[src/rtl/ghash_ctrl.sv]
// ghash_ctrl: GHASH sequencer that masks blocks, tracks AAD/ciphertext lengths
// and drives an external GF(2^128) multiplier, one block at a time.
module ghash_ctrl (
   input  logic         iClk,
   input  logic         iRstn,
   input  logic         iStart,
   input  logic [0:127] iHashkey,
   input  logic [0:127] iBlock,
   input  logic [4:0]   iBlock_nbytes,
   input  logic         iBlock_aad,
   input  logic         iBlock_valid,
   output logic         oBlock_ready,
   input  logic         iFinish,
   output logic [0:127] oMul_ctext,
   output logic         oMul_ctext_valid,
   output logic [0:127] oMul_hashkey,
   output logic         oMul_hashkey_valid,
   output logic         oMul_next,
   input  logic [0:127] iMul_result,
   input  logic         iMul_result_valid,
   output logic [0:127] oGhash,
   output logic         oGhash_valid,
   output logic         oOrder_err
);
   localparam logic [2:0] IDLE = 3'd0, ACCEPT = 3'd1, ARM = 3'd2, RUN = 3'd3, DONE = 3'd4;
   logic [2:0]   state;
   logic [0:127] y, masked;
   logic [63:0]  len_a, len_c, bits;
   logic [4:0]   nb;
   logic         fin, seen_c;
   assign oBlock_ready       = state == ACCEPT;
   assign oMul_next          = state == ARM;
   assign oMul_ctext_valid   = state == RUN;
   assign oMul_hashkey_valid = state == RUN;
   assign oGhash_valid       = state == DONE;
   always_comb begin
      nb = (iBlock_nbytes == 5'd0 || iBlock_nbytes > 5'd16) ? 5'd16 : iBlock_nbytes;
      bits = {56'd0, nb, 3'd0};
      masked = '0;
      for (int i = 0; i < 16; i++)
         masked[8*i +: 8] = (5'(i) < nb) ? iBlock[8*i +: 8] : 8'h00;
   end
   always_ff @(posedge iClk or negedge iRstn) begin
      if (!iRstn) begin
         state        <= IDLE;
         y            <= '0;
         oMul_hashkey <= '0;
         oMul_ctext   <= '0;
         len_a        <= '0;
         len_c        <= '0;
         fin          <= 1'b0;
         seen_c       <= 1'b0;
         oGhash       <= '0;
         oOrder_err   <= 1'b0;
      end else begin
         case (state)
            IDLE: if (iStart) begin
               y            <= '0;
               len_a        <= '0;
               len_c        <= '0;
               fin          <= 1'b0;
               seen_c       <= 1'b0;
               oOrder_err   <= 1'b0;
               oMul_hashkey <= iHashkey;
               state        <= ACCEPT;
            end
            ACCEPT: if (iBlock_valid) begin
               oMul_ctext <= y ^ masked;
               if (iBlock_aad) begin
                  len_a <= len_a + bits;
                  if (seen_c) oOrder_err <= 1'b1;
               end else begin
                  len_c  <= len_c + bits;
                  seen_c <= 1'b1;
               end
               state <= ARM;
            end else if (iFinish) begin
               oMul_ctext <= y ^ {len_a, len_c};
               fin        <= 1'b1;
               state      <= ARM;
            end
            ARM: state <= RUN;
            RUN: if (iMul_result_valid) begin
               y <= iMul_result;
               if (fin) oGhash <= iMul_result;
               state <= fin ? DONE : ACCEPT;
            end
            default: state <= IDLE;
         endcase
      end
   end
endmodule

[config.mk]
export PLATFORM = sky130hd
export DESIGN_NAME = ghash_ctrl
export DESIGN_NICKNAME = d
export VERILOG_FILES = /design/src/rtl/ghash_ctrl.sv
export SDC_FILE = /design/constraint.sdc
export NUM_CORES = 1
export LEC_CHECK = 0
export ABC_CLOCK_PERIOD_IN_PS = 3200
export CORE_AREA = 3 3 301 303
export CTS_CLUSTER_SIZE = 14
export DETAILED_ROUTE_END_ITERATION = 12
export DIE_AREA = 0 0 304 306
export GPL_ROUTABILITY_DRIVEN = 0
export GPL_TIMING_DRIVEN = 0
export PLACE_DENSITY = 0.6
export SLEW_MARGIN = 20
export SYNTH_ARGS = -nofsm -noshare
export SYNTH_HDL_FRONTEND = slang
export SYNTH_SLANG_ARGS = --single-unit
[constraint.sdc]
create_clock -name iClk -period 3.2 [get_ports iClk]
set_clock_uncertainty 0.2 [all_clocks]
set_input_delay 0.64 -clock iClk [delete_from_list [all_inputs] [get_ports iClk]]
set_output_delay 0.64 -clock iClk [all_outputs]
set_load 0.005 [all_outputs]
# Word level (Yosys, flattened, before mapping)
# Cells that the tools add are included.
dict set report totals {
  reg_bits 646
  in_bits 396
  out_inout_bits 390
  word_cells 105
}
dict set report classes {
  addsub 2
  n_lt_le_gt_ge 17
  eq_ne 13
  n_mux 46
  bitwise_logic 2
  n_reduce_logical 15
}
# cell n
set ops {}
lappend ops {{128-bit two-way mux} 4}
lappend ops {{64-bit two-way mux} 5}
lappend ops {{128-bit one-hot mux with 2 select lines} 1}
lappend ops {{64-bit one-hot mux with 2 select lines} 2}
lappend ops {{128-bit bitwise XOR} 2}
lappend ops {{64-bit by 8-bit adder with 64-bit output} 2}
lappend ops {{8-bit two-way mux} 16}
lappend ops {{4-bit by 5-bit < comparator with 1-bit output (first input constant)} 8}
lappend ops {{3-bit by 5-bit < comparator with 1-bit output (first input constant)} 4}
lappend ops {{3-bit two-way mux} 5}
lappend ops {{3-bit one-hot mux with 4 select lines} 1}
lappend ops {{4-bit AND reduction} 3}
lappend ops {{1-bit by 5-bit < comparator with 1-bit output (first input constant)} 2}
lappend ops {{2-bit by 5-bit < comparator with 1-bit output (first input constant)} 2}
lappend ops {{2-bit inequality test (second input constant)} 5}
lappend ops {{3-bit AND reduction} 3}
lappend ops {{1-bit two-way mux} 8}
lappend ops {{3-bit by 2-bit equality test with 1-bit output (second input constant)} 2}
lappend ops {{2-bit by 1-bit inequality test with 1-bit output (second input constant)} 3}
lappend ops {{1-bit one-hot mux with 2 select lines} 3}
lappend ops {{2-bit nonzero test} 3}
lappend ops {{5-bit > comparator (second input constant)} 1}
lappend ops {{5-bit zero test} 1}
lappend ops {{5-bit two-way mux} 1}
lappend ops {{7 further kinds} 8}

# Longest topological paths before layout
# Gate-level depths: netlist of the first run.
dict set report depth {
  word_depth 7
  depth_mapped 14
  ltp_nobuf 12
}

# Worst setup path before layout of the first run
# Ideal clock, no wire load.
dict set report synth_path {
  path_kind {input-to-reg}
  startpoint {in iBlock_nbytes[0]}
  endpoint {reg len_c[53]}
  setup_time_ns 0.078
  t_arrival_ns 3.942
  required_ns 2.922
  setup_slack_ns -1.020
  stages 13
  path_buffers 1
  path_cell_list {or4_1 ha_1 nand2b_1 inv_1 ha_1 inv_1 fa_1 nor2b_1 o211ai_1 or4b_4 buf_6 or4_1 a21oi_1}
}
dict set report synth_via {
  elab_chain_cells 7
  elab_cells_between_ends 8
  cone_classes {add/sub (1); order compare (1); mux (4); reduce/logical (2)}
}
# item line
set synth_rtl {}
lappend synth_rtl {{start, declared} 9} ;# input logic [4:0] iBlock_nbytes,
lappend synth_rtl {{5-bit > comparator or 5-bit zero test (tied branches)} 37} ;# nb = (iBlock_nbytes == 5'd0 || iBlock_nbytes > 5'd16) ? 5'd16 : iBlock_nbytes;
lappend synth_rtl {{1-bit logical OR} 37}
lappend synth_rtl {{5-bit two-way mux (*)} 37}
lappend synth_rtl {{64-bit by 8-bit adder with 64-bit output (*)} 73} ;# len_c <= len_c + bits;
lappend synth_rtl {{64-bit two-way mux (*)} 69} ;# if (iBlock_aad) begin
lappend synth_rtl {{64-bit two-way mux (*)} 67} ;# ACCEPT: if (iBlock_valid) begin
lappend synth_rtl {{64-bit one-hot mux with 2 select lines (*)} 56} ;# case (state)
lappend synth_rtl {{end signal, assigned} 73}
lappend synth_rtl {{end, declared} 28} ;# logic [63:0] len_a, len_c, bits;
# Mark *: on every way between the ends. The rest lies on a longest branch, timed or not. The select of a mux whose other input is x is not followed.
# A chain may end at the register's enable or synchronous reset.

# Worst setup path in the final report of the first run
dict set report layout_path {
  startpoint {in iBlock_nbytes[1]}
  endpoint {reg len_c[51]}
}
# The elaborated chain is that of the path after synthesis.

==> impl_metrics.yaml, run 1 <==
logic_synthesis:
  synth_nets: 3497
  async_reset_ff_share_pct: 100
  synthSimpleGateAreaFrac_pct: 20.9
  synth_fa_ha_area_share_pct: 0.585
  synth.avg_cell_area_um2: 9.55
  synth.area.top_cells: "dfrtp_1 54%, nand2_1 12%, mux2_2 4.9%, o21ai_0 4.2%, xor2_1 3.1%"
  synth_compound_area_share_pct: 11.5
  synth_flop_cell: "dfrtp_1"
  synth_mux_area_share_pct: 6.52
  netlist.area_leader.share_pct: 54.3
  netlist_instances: 3090
  synth_top_family_by_area: "simple AND/OR/NAND/NOR gates"
  yosys_warnings: 0
  synth_edf_count: 0
  yosys.area.top_type: "dfrtp_1"
  ys_seq_area_share_pct: 54.3
  synthXorXnorAreaFrac_pct: 3.26
  synth.distinct_cells: 64
  synth-seq-cells: 640
  netlist_area_um2: 29500
sta:
  relSlewSlack_pct: 10.9
  grt_setup_unrepaired: "yes"
  drv_slew: 0
  fin_crit_ns: 3.67
  tightest_slew_ns: 1.34
  finalSetupViolCount: 79
  hold_viol: 0
  hold_ws_ns: 0.271
  fin_setup_tns_ns: -20.93
  setup_ws_ns: -0.471
  period_share_pct: 115
  fmax_mhz: 272
routing:
  dr.pass1.iters: 5
  vias: 27343
  drt_wl_total_um: 127000
  drc_errors: 0
  drt_iter0_drc: 1740
  antenna_left: 0
  via_per_inst: 5.22
  wire_per_inst_um: 24.2
cells_and_area:
  layout_common_cells: "920 x nand2_1, 778 x clkdlybuf4s50_1, 640 x dfrtp_1, 237 x o21ai_0, 152 x clkbuf_1"
  final_common_cell: "nand2_1"
  nNetsFinal: 4415
  drive_gt1_share_pct: 13.2
  syn_to_final_growth_pct: 48.1
  postLayoutCellArea_um2: 43700
  stdcell_count: 5241
floorplan:
  start_util_pct: 33.4
  die_area_um2: 93000
  coreArea_um2: 88200
  die_h_um: 306
  rows: 109
  die_w_um: 304
  pin_count: 786
power:
  total_power_w: 0.0365
  power_density_nw_per_um2: 836
  p_leak_nw: 18.9
  ir_worst_vdd_v: 0.000565
critical_path:
  path_max_fanout: 10
  reg2regPathDepth: 8
  arrival_ns: 3.96
  cp_slowest_stage_delay_ns: 0.59
  required_ns: 3.49
  start_kind: "input port"
  path_cells: "buf_8 -> or4_4 -> ha_4 -> nand2b_4 -> inv_4 -> ha_4 -> inv_2 -> fa_2 -> nor2b_4 -> o211ai_1 -> or4b_4 -> buf_8 -> buf_12 -> o31ai_1 -> a21oi_2"
  endpoint_kind: "flop"
  crit_type: "in -> reg"
  slowest_stage: "or4b_4"
cts:
  cts_made_buffers: 77
  clockBufferDepth: 3
  cts_root_buffer: "clkbuf_16"
  clock-sinks: 640
  clk_pin_slew_ns: 0.06
  cts_tree: "yes"
  insertion_delay_ns: 0.63
  cts-htree-levels: 3
global_routing:
  grt_pass1_vias: 27420
  overflow: 0
  grt_pass1_wl_um: 184000
  antenna_found_initial: 21
  grt.total_usage_pct: 26.3
  grt_max_degree: 92
placed_design:
  io_buffers: 785
  dpl_cell_area_um2: 39700
  hpwl_um: 96300
  dp.cells: 5048
job:
  maxCapViolCount: 0
worst_hold_path:
  min_path_type: "reg -> reg"
  whs_path_depth: 2
outcome:
  violations: "setup timing"
  status: "finished with violations"
-- Yosys cell counts, types with 23 or more instances --
| library cell | n |
|---|---|
| nor2_1 | 45 |
| or4_1 | 42 |
| nand2b_1 | 47 |
| o31ai_1 | 49 |
| nor3_1 | 53 |
| a21oi_1 | 76 |
| mux2i_1 | 47 |
| o211ai_1 | 40 |
| a22oi_1 | 42 |
| nand3_1 | 61 |
| mux2_2 | 129 |
| inv_1 | 28 |
| nand4_1 | 43 |
| nor4_1 | 37 |
| xor2_1 | 103 |
| nor2b_1 | 39 |
| o21ai_0 | 245 |
| nand2_1 | 921 |
| dfrtp_1 | 640 |
| a32oi_1 | 24 |
| clkbuf_1 | 185 |
| or3_1 | 23 |
| a31oi_1 | 28 |
-- sequential cells by signal, summed over array words and instances (netlist names) --
name and count:
fin 1, len_a 61, len_c 61, oGhash 128, oMul_ctext 128, oMul_hashkey 128
oOrder_err 1, seen_c 1, state 3, y 128
-- area by class of cell --
cell class	count	area, um^2
antenna	12	30.0
fill	8168	44500
clock buffer	117	2350
timing repair buffer	845	8650
multi-input combinational	2223	13800
inverter	29	115
tap	1165	1460
sequential	640	16000
clock inverter	18	228
buffer	192	1010
-- cells by family (layout without fill, tap and decap cells) --
logic type / Yosys count / in the layout
xor gates and xnor gates: 110 / 110
other: 0 / 12
and+or+nand+nor: 1369 / 1369
DFF: 640 / 640
AOI/OAI and AO/OA: 555 / 555
buffers and inverters: 227 / 1201
muxes: 176 / 176
adders and majority gates: 13 / 13
-- metrics by stage --
step           utilization (%)  setup WS (ns)
6_report                  49.5         -0.471
5_1_grt                   49.5         -0.487
4_1_cts                   48.7         -0.337
3_5_place_dp              45.0          -1.88
3_3_place_gp              44.7         -29.69
2_1_floorplan                -         -0.802
-- timing repair --
action,4_1_cts,5_1_grt
endpoints found under the hold margin,79,0
hold buffers,1,0
resized for setup,118,138
pin swaps,52,65
buffers inserted,31,15
endpoints found under the setup margin,534,174
cloned,4,5
-- power by group --
group / internal, W / leakage [nW] / switching [W]
registers: 0.0112 / 8.31 / 0.00201
logic: 0.00705 / 9.29 / 0.00716
clock network: 0.00545 / 1.27 / 0.00364
-- critical path, delay by kind of cell --
family / cells / cell delay [ns]
AOI/OAI and AO/OA: 3 / 0.63
adders and majority gates: 3 / 0.72
buffers and inverters: 5 / 0.53
and+or+nand+nor: 4 / 1.44
-- final timing paths --
check | start | endpoint | slack, ns
max | iBlock_nbytes[1] | len_c[51] | -0.47
min | oMul_hashkey[8] | oMul_hashkey[8] | 0.27
max reg2reg | len_c[23] | len_c[51] | 0
min reg2reg | oMul_hashkey[8] | oMul_hashkey[8] | 0.27
max in group asynchronous | iRstn | oMul_hashkey[115] | 0.40
min in group asynchronous | iRstn | oMul_ctext[59] | 0.39
-- layer usage --
layer	track usage [%]	up-vias	routed length (um)
li1	-	12582	-
met1	32.2	13603	50800
met2	45.5	953	63100
met3	6.76	189	9040
met4	8.00	16	3890
met5	0	-	99
Note: power is estimated with default switching activity, not from simulation.
==> run 2: changes to the inputs <==
- CAP_MARGIN: default -> 10
- GPL_TIMING_DRIVEN: 0 -> default
==> run 2 against run 1 <==
The flow still finishes with violations (setup timing). First-iteration DRC count decreased by 17%. Global-route usage decreased by 3.0 points. Count of clock-buffer cells in the layout decreased by 8. Die area unchanged. Cell area decreased by 0.51%. Sequential cell count unchanged. Worst setup slack improved by 0.071 ns. Highest routed layer unchanged. Clock power decreased by 3.4%. Critical endpoint is now len_c[37]. Sequential power about the same. Via count decreased by 4.4%.
==> impl_metrics.yaml, run 2 (same netlist as run 1, synthesis figures left out) <==
global_routing:
  use_met3_pct: 5.89
  antenna_found_initial: 14
  grtUsageMet1_pct: 29.5
  grt_pass1_vias: 26038
  grt.total_usage_pct: 23.3
  overflow: 0
  top_usage_layer: "met2"
  grt_max_degree: 115
  grt_pass1_wl_um: 168000
  use_met2_pct: 39.5
floorplan:
  coreArea_um2: 88200
  start_util_pct: 33.4
  die_h_um: 306
  rows: 109
  pin_count: 786
  die_w_um: 304
  die_area_um2: 93000
cts:
  clockBufferDepth: 3
  cts_root_buffer: "clkbuf_16"
  clk_pin_slew_ns: 0.06
  insertion_delay_ns: 0.63
  cts-htree-levels: 3
  cts_made_buffers: 76
  clock-sinks: 640
  cts_tree: "yes"
worst_hold_path:
  whs_path_depth: 2
  min_path_type: "reg -> reg"
  hold_start: "oMul_hashkey[7]"
  hold-path-endpoint: "oMul_hashkey[7]"
power:
  power_density_nw_per_um2: 821
  ir_worst_vdd_v: 0.000517
  p_leak_nw: 18.8
critical_path:
  reg2reg_to: "len_c[37]"
  arrival_ns: 3.95
  path_depth: 15
  worstReg2RegStart: "len_c[3]"
  slowest_stage: "or4_4"
  path_cells: "buf_8 -> or4_4 -> ha_4 -> nand2b_4 -> inv_4 -> ha_4 -> inv_2 -> fa_2 -> nor2b_4 -> o211ai_1 -> buf_4 -> buf_4 -> or4b_4 -> or4_4 -> a21oi_2"
  endpoint_kind: "flop"
  cpLargestDelayFamily: "simple AND/OR/NAND/NOR gates"
  critPathBufInv: 5
  path_max_fanout: 8
  required_ns: 3.55
  crit_type: "in -> reg"
  start_kind: "input port"
  rrSetupSlack_ns: 0.30
  reg2regPathDepth: 10
  cp_slowest_stage_delay_ns: 0.57
routing:
  dr.pass1.iters: 7
  drt_iter0_drc: 1447
  antenna_left: 0
  wire_per_inst_um: 21.6
  drt_wl_total_um: 112000
  vias: 26152
  drc_errors: 0
  via_per_inst: 5.05
placed_design:
  io_buffers: 785
  hpwl_um: 83100
sta:
  hold_ws_ns: 0.270
  fin_crit_ns: 3.60
  setup_ws_ns: -0.400
  fmax_mhz: 278
  period_share_pct: 112
  finalSetupViolCount: 44
  grt_setup_unrepaired: "yes"
  drv_slew: 0
  tightest_slew_ns: 0.833
  relSlewSlack_pct: 43.8
  hold_viol: 0
cells_and_area:
  postLayoutCoreUtil_pct: 49.3
  nNetsFinal: 4358
  layout_common_cells: "918 x nand2_1, 779 x clkdlybuf4s50_1, 640 x dfrtp_1, 237 x o21ai_0, 143 x buf_4"
  final_common_cell: "nand2_1"
  syn_to_final_growth_pct: 47.3
  drive_gt1_share_pct: 14.4
outcome:
  status: "finished with violations"
  violations: "setup timing"
job:
  maxCapViolCount: 0
-- run 2: what timing repair did --
item | CTS | global route
hold buffers | 1 | 0
gates resized for setup | 31 | 52
gates cloned | 2 | 3
setup buffers | 10 | 6
pin swaps | 9 | 28
setup endpoints to repair | 112 | 50
hold endpoints to repair | 35 | 0
-- run 2: worst max-delay path by stage --
stage	start	to
finish	iBlock_nbytes[1]	len_c[37]
global route	iBlock_nbytes[1]	len_c[55]
CTS	iBlock_nbytes[2]	len_c[55]
detailed placement	iBlock_nbytes[1]	len_c[25]
global placement	iBlock_nbytes[1]	len_c[35]
floorplan	iBlock_nbytes[3]	len_c[49]
-- run 2: worst reg2reg max path, stage by stage, from the launching register on --
cell      delay [ns]
dfrtp_1         0.40
ha_4            0.16
inv_2           0.03
fa_2            0.34
nor2b_4         0.14
o211ai_1        0.18
buf_4           0.15
buf_4           0.11
or4b_4          0.54
or4_4           0.44
a21oi_2         0.13
-- run 2: layer usage --
metal	share of wire (%)	wire (um)
met1	42	47000
met2	49	54700
met3	6.5	7290
met4	2.4	2690
met5	0.087	97
-- run 2: metrics by stage --
step | TNS, ns | instance area, um^2 | instances | worst slack [ns] | power [W]
global placement | -162.34 | 40500 | 5016 | -1.54 | 0.0269
finish | -9.80 | 43500 | 5178 | -0.400 | 0.0357
CTS | -6.25 | 43100 | 5162 | -0.317 | 0.0361
floorplan | -36.68 | 30100 | 3090 | -0.802 | 0.0186
detailed placement | -169.15 | 40500 | 5016 | -1.57 | 0.0271
global route | -12.57 | 43500 | 5173 | -0.437 | 0.0379
-- run 2: layout make-up --
class	instances	area [um^2]
fill	8132	44800
sequential	640	16000
multi-input combinational	2225	13500
timing repair buffer	979	9890
clock buffer	109	2230
tap	1165	1460
clock inverter	24	267
inverter	29	114
antenna	7	17.5
-- run 2: report_power, final --
group / switching, W / leakage (nW) / internal (W)
clock: 0.00360 / 1.23 / 0.00517
combinational: 0.00643 / 9.27 / 0.00718
sequential: 0.00206 / 8.31 / 0.0112
total: 0.0121 / 18.8 / 0.0236
